### src/rtl/wb_bus_arbiter.sv
// Two-master Wishbone arbiter: one grant per bus tenure, alternating on contention,
// with an optional stalled-strobe timeout that aborts the tenure and pulses err.
module wb_bus_arbiter #(
  parameter int TIMEOUT_CYCLES = 255
) (
  input  logic        clk_i,
  input  logic        rst_i,
  input  logic [31:0] m0_adr_i,
  input  logic [31:0] m0_dat_i,
  input  logic        m0_we_i,
  input  logic [3:0]  m0_sel_i,
  input  logic        m0_stb_i,
  input  logic        m0_cyc_i,
  output logic [31:0] m0_dat_o,
  output logic        m0_ack_o,
  output logic        m0_err_o,
  input  logic [31:0] m1_adr_i,
  input  logic [31:0] m1_dat_i,
  input  logic        m1_we_i,
  input  logic [3:0]  m1_sel_i,
  input  logic        m1_stb_i,
  input  logic        m1_cyc_i,
  output logic [31:0] m1_dat_o,
  output logic        m1_ack_o,
  output logic        m1_err_o,
  output logic [31:0] wb_adr_o,
  output logic [31:0] wb_dat_o,
  output logic        wb_we_o,
  output logic [3:0]  wb_sel_o,
  output logic        wb_stb_o,
  output logic        wb_cyc_o,
  input  logic [31:0] wb_dat_i,
  input  logic        wb_ack_i,
  output logic        grant_o
);

  localparam int CW = (TIMEOUT_CYCLES > 0) ? $clog2(TIMEOUT_CYCLES + 1) : 1;
  localparam logic [CW-1:0] LAST = CW'((TIMEOUT_CYCLES > 0) ? TIMEOUT_CYCLES - 1 : 0);

  typedef enum logic [1:0] {IDLE, BUSY, ABORT} state_t;

  state_t        r_state;
  logic          r_grant;
  logic [CW-1:0] r_cnt;

  logic w_busy;
  logic w_g_cyc;
  logic w_g_stb;
  logic w_timeout;

  assign w_busy  = (r_state == BUSY);
  assign w_g_cyc = r_grant ? m1_cyc_i : m0_cyc_i;
  assign w_g_stb = r_grant ? m1_stb_i : m0_stb_i;

  // Bus outputs follow the granted master only while a tenure is live.
  always_comb begin
    wb_adr_o = '0;
    wb_dat_o = '0;
    wb_we_o  = 1'b0;
    wb_sel_o = '0;
    wb_stb_o = 1'b0;
    wb_cyc_o = 1'b0;
    if (w_busy) begin
      wb_adr_o = r_grant ? m1_adr_i : m0_adr_i;
      wb_dat_o = r_grant ? m1_dat_i : m0_dat_i;
      wb_we_o  = r_grant ? m1_we_i  : m0_we_i;
      wb_sel_o = r_grant ? m1_sel_i : m0_sel_i;
      wb_stb_o = w_g_stb;
      wb_cyc_o = w_g_cyc;
    end
  end

  // Timeout never fires together with ack, so ack and err stay mutually exclusive.
  assign w_timeout = (TIMEOUT_CYCLES > 0) && wb_stb_o && !wb_ack_i && (r_cnt == LAST);

  assign m0_ack_o = w_busy & ~r_grant & wb_ack_i;
  assign m1_ack_o = w_busy &  r_grant & wb_ack_i;
  assign m0_err_o = w_timeout & ~r_grant;
  assign m1_err_o = w_timeout &  r_grant;
  assign m0_dat_o = wb_dat_i;
  assign m1_dat_o = wb_dat_i;
  assign grant_o  = r_grant;

  always_ff @(posedge clk_i or posedge rst_i) begin
    if (rst_i) begin
      r_state <= IDLE;
      r_grant <= 1'b1;
      r_cnt   <= '0;
    end else begin
      case (r_state)
        IDLE: begin
          r_cnt <= '0;
          if (m0_cyc_i || m1_cyc_i) begin
            r_state <= BUSY;
            r_grant <= (m0_cyc_i && m1_cyc_i) ? ~r_grant : m1_cyc_i;
          end
        end
        BUSY: begin
          if (TIMEOUT_CYCLES == 0 || wb_ack_i || !wb_stb_o)
            r_cnt <= '0;
          else
            r_cnt <= r_cnt + CW'(1);
          if (!w_g_cyc)
            r_state <= IDLE;
          else if (w_timeout)
            r_state <= ABORT;
        end
        ABORT: begin
          r_cnt <= '0;
          if (!w_g_cyc)
            r_state <= IDLE;
        end
        default: r_state <= IDLE;
      endcase
    end
  end

endmodule

### config.mk
export PLATFORM = sky130hd
export DESIGN_NAME = wb_bus_arbiter
export DESIGN_NICKNAME = d
export VERILOG_FILES = /design/src/rtl/wb_bus_arbiter.sv
export SDC_FILE = /design/constraint.sdc
export NUM_CORES = 1
export LEC_CHECK = 0
export ABC_AREA = 1
export CAP_MARGIN = 10
export CORE_AREA = 2 2 122 124
export DETAILED_ROUTE_END_ITERATION = 8
export DIE_AREA = 0 0 124 126
export SLEW_MARGIN = 30
export SYNTH_ARGS = -nofsm -noshare
export SYNTH_HDL_FRONTEND = slang
export SYNTH_SLANG_ARGS = --single-unit
### constraint.sdc
create_clock -name clk_i -period 1.2 [get_ports clk_i]
set_input_delay 0.12 -clock clk_i [delete_from_list [all_inputs] [get_ports clk_i]]
set_output_delay 0.12 -clock clk_i [all_outputs]
set_load 0.005 [all_outputs]
==> results of run 1 <==
-- worst paths after layout --
kind                              from           to  slack (ns)
max                            grant_o     m0_err_o       -0.59
min                              rst_i     r_cnt[0]        0.18
max reg2reg                    grant_o   r_state[0]       -0.40
min reg2reg                   r_cnt[4]     r_cnt[4]        0.57
max in group asynchronous        rst_i      grant_o        0.68
min in group clk_i         wb_dat_i[3]  m0_dat_o[3]        0.24
-- synthesized netlist by cell type (all sizes together) --
| master | count | area, um^2 |
|---|---|---|
| a21oi | 1 | 5.00 |
| a31oi | 1 | 6.26 |
| and2 | 1 | 6.26 |
| buf | 91 | 703 |
| clkbuf | 4 | 15.0 |
| dfrtp | 10 | 250 |
| dfstp | 1 | 26.3 |
| ha | 2 | 25.0 |
| inv | 15 | 56.3 |
| nand2 | 103 | 387 |
| nand3 | 147 | 791 |
| nand4 | 1 | 6.26 |
| nor2 | 10 | 53.8 |
| nor3 | 2 | 10.0 |
| nor4 | 2 | 12.5 |
| o21ai | 6 | 30.0 |
| o21bai | 1 | 7.51 |
| o22ai | 1 | 6.26 |
| xnor2 | 1 | 8.76 |
| xor2 | 1 | 8.76 |
-- power groups by stage --
stage / sequential, uW / clock, uW / combinational, uW
after floorplan: 479 / 0 / 3410
after global routing: 501 / 663 / 10400
after CTS: 491 / 642 / 9710
after detailed placement: 481 / 0 / 7480
final: 495 / 636 / 9630
after global placement: 477 / 0 / 7510
-- area by class of cell --
type	instances	area (um^2)	area share, %
clock inverter	1	5.00	0.0934
multi-input combinational	280	1690	31.6
timing repair buffer	300	3000	56.1
inverter	15	72.6	1.35
tap	184	230	4.30
sequential	11	280	5.23
clock buffer	3	75.1	1.40
-- worst register-to-register path, delay by kind of cell (launching register included) --
| kind | cells | cell delay (ns) |
|---|---|---|
| AOI/OAI and AO/OA | 1 | 0.15 |
| buffers and inverters | 4 | 0.52 |
| DFF | 1 | 0.49 |
| and+or+nand+nor | 4 | 0.32 |
-- per-layer routing --
metal | vias up | part of all wire (%)
li1 | 1693 | -
met1 | 1521 | 41
met2 | 142 | 48
met3 | 46 | 8.4
met4 | 0 | 2.6
met5 | - | 0
-- state kept, by name (all words and copies together), names as in the netlist --
signal and flops:
r_state 2, r_cnt 8, grant_o 1
-- what timing repair did --
| item | in CTS | in global routing |
|---|---|---|
| buffers inserted | 21 | 6 |
| gates cloned | 11 | 0 |
| gates resized for setup | 341 | 57 |
| setup endpoints to repair | 86 | 87 |
| pin swaps | 46 | 17 |
| endpoints found under the hold margin | 0 | 0 |
-- cells by family after synthesis --
family | Yosys count | share of synthesized area (%)
compound gates | 10 | 2.28
xor+xnor | 2 | 0.726
fa+ha+maj | 2 | 1.04
simple gates | 266 | 52.4
buf+inv | 110 | 32.1
flops | 11 | 11.5
-- metrics by stage --
step	total power, uW	TNS, ns	hold WS (ns)
floorplan	3890	0	-0.0283
global placement	7990	-38.92	0.240
detailed placement	7960	-39.43	0.240
CTS	10800	-43.35	0.201
global route	11600	-45.82	0.228
finish	10800	-40.76	0.177
==> results.sh, run 1 <==
export IMPL_status="complete, but fails checks"
export IMPL_violations="setup timing"
export IMPL_clock_skew_ns=0.00309
export IMPL_fmax_mhz=558
export IMPL_postCtsHoldBufs=0
export IMPL_grt_pass1_wl_um=18000
export IMPL_vias=3402
export IMPL_crit_slowest_cell="dfstp_4"
export IMPL_groute_usage_overall_pct=14.7
export IMPL_drive_gt1_share_pct=36.9
export IMPL_ys_ff_latch=11
export IMPL_synthesis_instances=401
export IMPL_p_int_uw=6160
export IMPL_hold_viol=0
export IMPL_slowest_delay_ns=0.49
export IMPL_ant_nets=0
export IMPL_path_clk_slew_ns=0.05
export IMPL_root_buffer="clkbuf_16"
export IMPL_vias_per_cell=4.28
export IMPL_dieArea_um2=15600
export IMPL_first_global_vias=3295
export IMPL_final_nets=790
export IMPL_fin_util_pct=37.4
export IMPL_post_place_ws_ns=-0.552
export IMPL_layout_commonest_cell="clkdlybuf4s50_1"
export IMPL_coreArea_um2=14300
export IMPL_cts_sinks=11
export IMPL_rows=44
export IMPL_grt_max_degree=24
export IMPL_final_cell_mix="clkdlybuf4s50_1 (144), nand3_1 (96), nand2_1 (93)"
export IMPL_hold_path_class="in2async"
export IMPL_layoutNonFillerInstCount=794
export IMPL_insertedDiodeCount=0
export IMPL_slew_viol_final=0
export IMPL_drt_pass1_iterations=5
export IMPL_syn_cell_area_um2=2410
export IMPL_ir_worst_vdd_mv=0.850
export IMPL_dp_cells=758
export IMPL_syn_avg_cell_area_um2=6.02
export IMPL_clock_latency_ns=0.24
export IMPL_p_sw_uw=4600
export IMPL_placed_cell_area_um2=4610
export IMPL_worstPathRequired_ns=1.08
export IMPL_crit_chain="buf_6 -> inv_16 -> nand2_4 -> nand2_4 -> nand3_4 -> buf_6 -> nor3_4 -> buf_2"
export IMPL_io_buffers=220
export IMPL_grt_ovfl_total=0
export IMPL_final_area_um2=5360
export IMPL_switching_share_pct=42.8
export IMPL_drv_cap=0
export IMPL_crit_path_start_kind="flip-flop"
export IMPL_p_leak_uw=0.00259
export IMPL_fin_crit_sh_pct=149
export IMPL_drt_iter0_markers=83
export IMPL_syn_nets=580
export IMPL_syn_to_final_growth_pct=122
export IMPL_chipHeight_um=126
export IMPL_cts_buffers=3
export IMPL_reg2reg_depth=9
export IMPL_drc_errors=0
export IMPL_p_comb_share_pct=89.5
export IMPL_critPathMaxFanout=11
export IMPL_cts_buffer_depth=2
export IMPL_synth_seq_area_share_pct=11.5
export IMPL_antenna_found_initial=0
export IMPL_post_drt_wl_per_cell_um=15.4
export IMPL_place_hpwl_um=8300
export IMPL_p_clk_share_pct=5.9
export IMPL_path_buf_inv=4
export IMPL_p_per_area_nw_per_um2=2010
export IMPL_critical_path_depth=8
export IMPL_cts_tree="yes"
export IMPL_ios=317
export IMPL_ctsHtreeMaxLevel=1
export IMPL_yosys_warnings=0
export IMPL_fin_crit_ns=1.79
export IMPL_gp_congestion=0.807
export IMPL_wl_um=12200
export IMPL_finalSetupViolCount=87
export IMPL_worst_slew_pin_slew_ns=0.446
export IMPL_end_kind="output port"
export IMPL_grt_busiest_layer="met2"
export IMPL_grtUsageMet3_pct=2.99
export IMPL_rsz0062_at_grt="true"
export IMPL_critPathTopFamily="buffers and inverters"
export IMPL_cp_data_arrival_time_ns=1.67
export IMPL_relSlewSlack_pct=70.2
export IMPL_layout_setup_ws_ns=-0.592
export IMPL_synth_cell_types=27
export IMPL_grtUsageMet1_pct=19.0
export IMPL_met2_usage_pct=24.3
export IMPL_power_frac_seq_pct=4.6
export IMPL_initial_core_util_pct=16.9
export IMPL_fillers=1525
export IMPL_crit_type="reg2out"
export IMPL_die_width_um=124
Note: power is estimated with default switching activity, not from simulation.
==> run 2, diff against run 1 <==
--- a/config.mk
+++ b/config.mk
@@ -6,10 +6,11 @@
 export NUM_CORES = 1
 export LEC_CHECK = 0
 export ABC_AREA = 1
-export CAP_MARGIN = 10
+export CAP_MARGIN = 20
 export CORE_AREA = 2 2 122 124
 export DETAILED_ROUTE_END_ITERATION = 8
 export DIE_AREA = 0 0 124 126
+export PLACE_DENSITY = 0.68
 export SLEW_MARGIN = 30
 export SYNTH_ARGS = -nofsm -noshare
 export SYNTH_HDL_FRONTEND = slang
==> run 2 against run 1 <==
Net effect: the flow still finishes with violations (setup timing); total power up 17%; sequential cell count unchanged; non-clock buffer count up 32; fmax up 4.1%; critical endpoint is now wb_adr_o[19]; largest power group unchanged; highest routed layer unchanged.
==> results.sh, run 2 (synthesis results as in run 1) <==
export IMPL_hold_viol=0
export IMPL_ios=317
export IMPL_fin_util_pct=41.4
export IMPL_drt_iter0_markers=89
export IMPL_finalSetupViolCount=86
export IMPL_end_kind="output port"
export IMPL_dieArea_um2=15600
export IMPL_multi_input_area_um2=1880
export IMPL_layoutNonFillerInstCount=826
export IMPL_cts_tree="yes"
export IMPL_crit_path_start_kind="flip-flop"
export IMPL_final_cell_mix="clkdlybuf4s50_1 (144), nand2_1 (88), nand3_2 (74)"
export IMPL_fin_crit_sh_pct=143
export IMPL_reg2reg_from="grant_o"
export IMPL_clock_skew_ns=0.00365
export IMPL_rows=44
export IMPL_p_per_area_nw_per_um2=2130
export IMPL_coreArea_um2=14300
export IMPL_slowest_delay_ns=0.44
export IMPL_grt_pass1_wl_um=17600
export IMPL_regMostFlops="r_cnt"
export IMPL_crit_chain="nor2_8 -> buf_12 -> buf_8 -> buf_6 -> buf_6 -> buf_6 -> nand3_2 -> nand2_1 -> buf_2"
export IMPL_layout_setup_ws_ns=-0.522
export IMPL_final_area_um2=5920
export IMPL_clock_latency_ns=0.24
export IMPL_worstPathRequired_ns=1.08
export IMPL_drive_gt1_share_pct=47.5
export IMPL_grt_ovfl_total=0
export IMPL_crit_top_cell="buf_6"
export IMPL_p_leak_uw=0.00282
export IMPL_critPathLaunch="r_state[1]"
export IMPL_drv_cap=0
export IMPL_fin_crit_ns=1.72
export IMPL_reg2reg_to="r_state[0]"
export IMPL_vias_per_cell=4.38
export IMPL_insertedDiodeCount=0
export IMPL_register_area_um2=278
export IMPL_antenna_found_initial=0
export IMPL_reg2reg_setup_slack_ns=-0.27
export IMPL_chipHeight_um=126
export IMPL_vias=3617
export IMPL_syn_to_final_growth_pct=145
export IMPL_place_hpwl_um=8010
export IMPL_root_buffer="clkbuf_16"
export IMPL_fmax_mhz=581
export IMPL_layout_commonest_cell="clkdlybuf4s50_1"
export IMPL_hold_path_class="in2async"
export IMPL_critPathMaxFanout=8
export IMPL_largest_register_ffs=8
export IMPL_ctsHtreeMaxLevel=1
export IMPL_ant_nets=0
export IMPL_io_buffers=220
export IMPL_endpoint="wb_adr_o[19]"
export IMPL_crit_type="reg2out"
export IMPL_path_clk_slew_ns=0.05
export IMPL_ir_worst_vdd_mv=0.789
export IMPL_cts_sinks=11
export IMPL_hold_ws_ns=0.194
export IMPL_slew_viol_final=0
export IMPL_rsz0062_at_grt="true"
export IMPL_first_global_vias=3310
export IMPL_cp_data_arrival_time_ns=1.60
export IMPL_wl_um=13900
export IMPL_postCtsHoldBufs=0
export IMPL_crit_slowest_cell="dfrtp_2"
export IMPL_dp_cells=753
export IMPL_final_nets=822
export IMPL_die_width_um=124
export IMPL_fillers=1455
export IMPL_groute_usage_overall_pct=14.4
export IMPL_violations="setup timing"
export IMPL_grt_max_degree=40
export IMPL_initial_core_util_pct=16.9
export IMPL_cts_buffer_depth=2
export IMPL_status="complete, but fails checks"
export IMPL_drc_errors=0
export IMPL_reg2reg_depth=9
export IMPL_gp_congestion=0.767
export IMPL_placed_cell_area_um2=4540
export IMPL_drt_pass1_iterations=4
export IMPL_cts_buffers=3
export IMPL_worst_slew_pin_slew_ns=0.488
export IMPL_post_drt_wl_per_cell_um=16.8
export IMPL_relSlewSlack_pct=67.5
==> run 2: changes by cell type in the layout (fill, tap and decap cells not counted), moves of 3 or more <==
cell / change
nand2_1: -5
o21ai_2: +5
o21ai_0: -4
nand3_1: -29
dlygate4sd2_1: -5
buf_6: +18
buf_8: +10
clkbuf_16: +9
nand2_2: +5
clkbuf_2: +9
clkdlybuf4s15_2: -3
nand3_2: +28
buf_16: -3
==> run 2: how the worst min path moves through the flow <==
| stage | start | end | slack, ns |
|---|---|---|---|
| 6_report | rst_i | r_cnt[7] | 0.19 |
| 4_1_cts | rst_i | r_cnt[7] | 0.20 |
| 5_1_grt | wb_dat_i[18] | m0_dat_o[18] | 0.24 |
| 2_1_floorplan | rst_i | r_cnt[0] | -0.03 |
| 3_3_place_gp | wb_dat_i[24] | m0_dat_o[24] | 0.24 |
| 3_5_place_dp | wb_dat_i[24] | m0_dat_o[24] | 0.24 |
==> run 2: timing repair <==
action / in CTS / in global routing
pin swaps: 21 / 60
gates resized for setup: 356 / 139
buffers inserted: 41 / 24
setup endpoints to repair: 86 / 87
cloned: 6 / 10
==> run 2: through the flow <==
step	total power, uW	setup WS, ns	TNS, ns
2_1_floorplan	3890	0.00709	0
3_3_place_gp	7640	-0.549	-38.90
3_5_place_dp	7640	-0.580	-40.00
4_1_cts	10800	-0.793	-41.13
5_1_grt	13400	-0.581	-39.57
6_report	12600	-0.522	-34.36
==> run 2: worst max-delay path, delay by kind of cell (launching register included) <==
kind | cells | cell delay [ns]
buf+inv | 6 | 0.64
flops | 1 | 0.44
simple gates | 3 | 0.27
==> run 2: layer usage <==
layer / track usage [%] / wire, um
met5: 0 / 0
met1: 17.0 / 5260
met4: 4.96 / 414
met2: 25.4 / 7030
met3: 3.26 / 1200
==> run 2: area by class of cell <==
type,instances,share of cell area [%]
clock inverters,1,0.0845
repair buffers,332,57.3
multi-input cells,280,31.7
inverters,15,1.12
clock buffers,3,1.27
flip-flops and latches,11,4.69
well taps,184,3.89
==> run 2: power by group <==
group / switching, uW / internal (uW)
Clock: 189 / 443
Combinational: 5070 / 6440
Sequential: 38.6 / 430
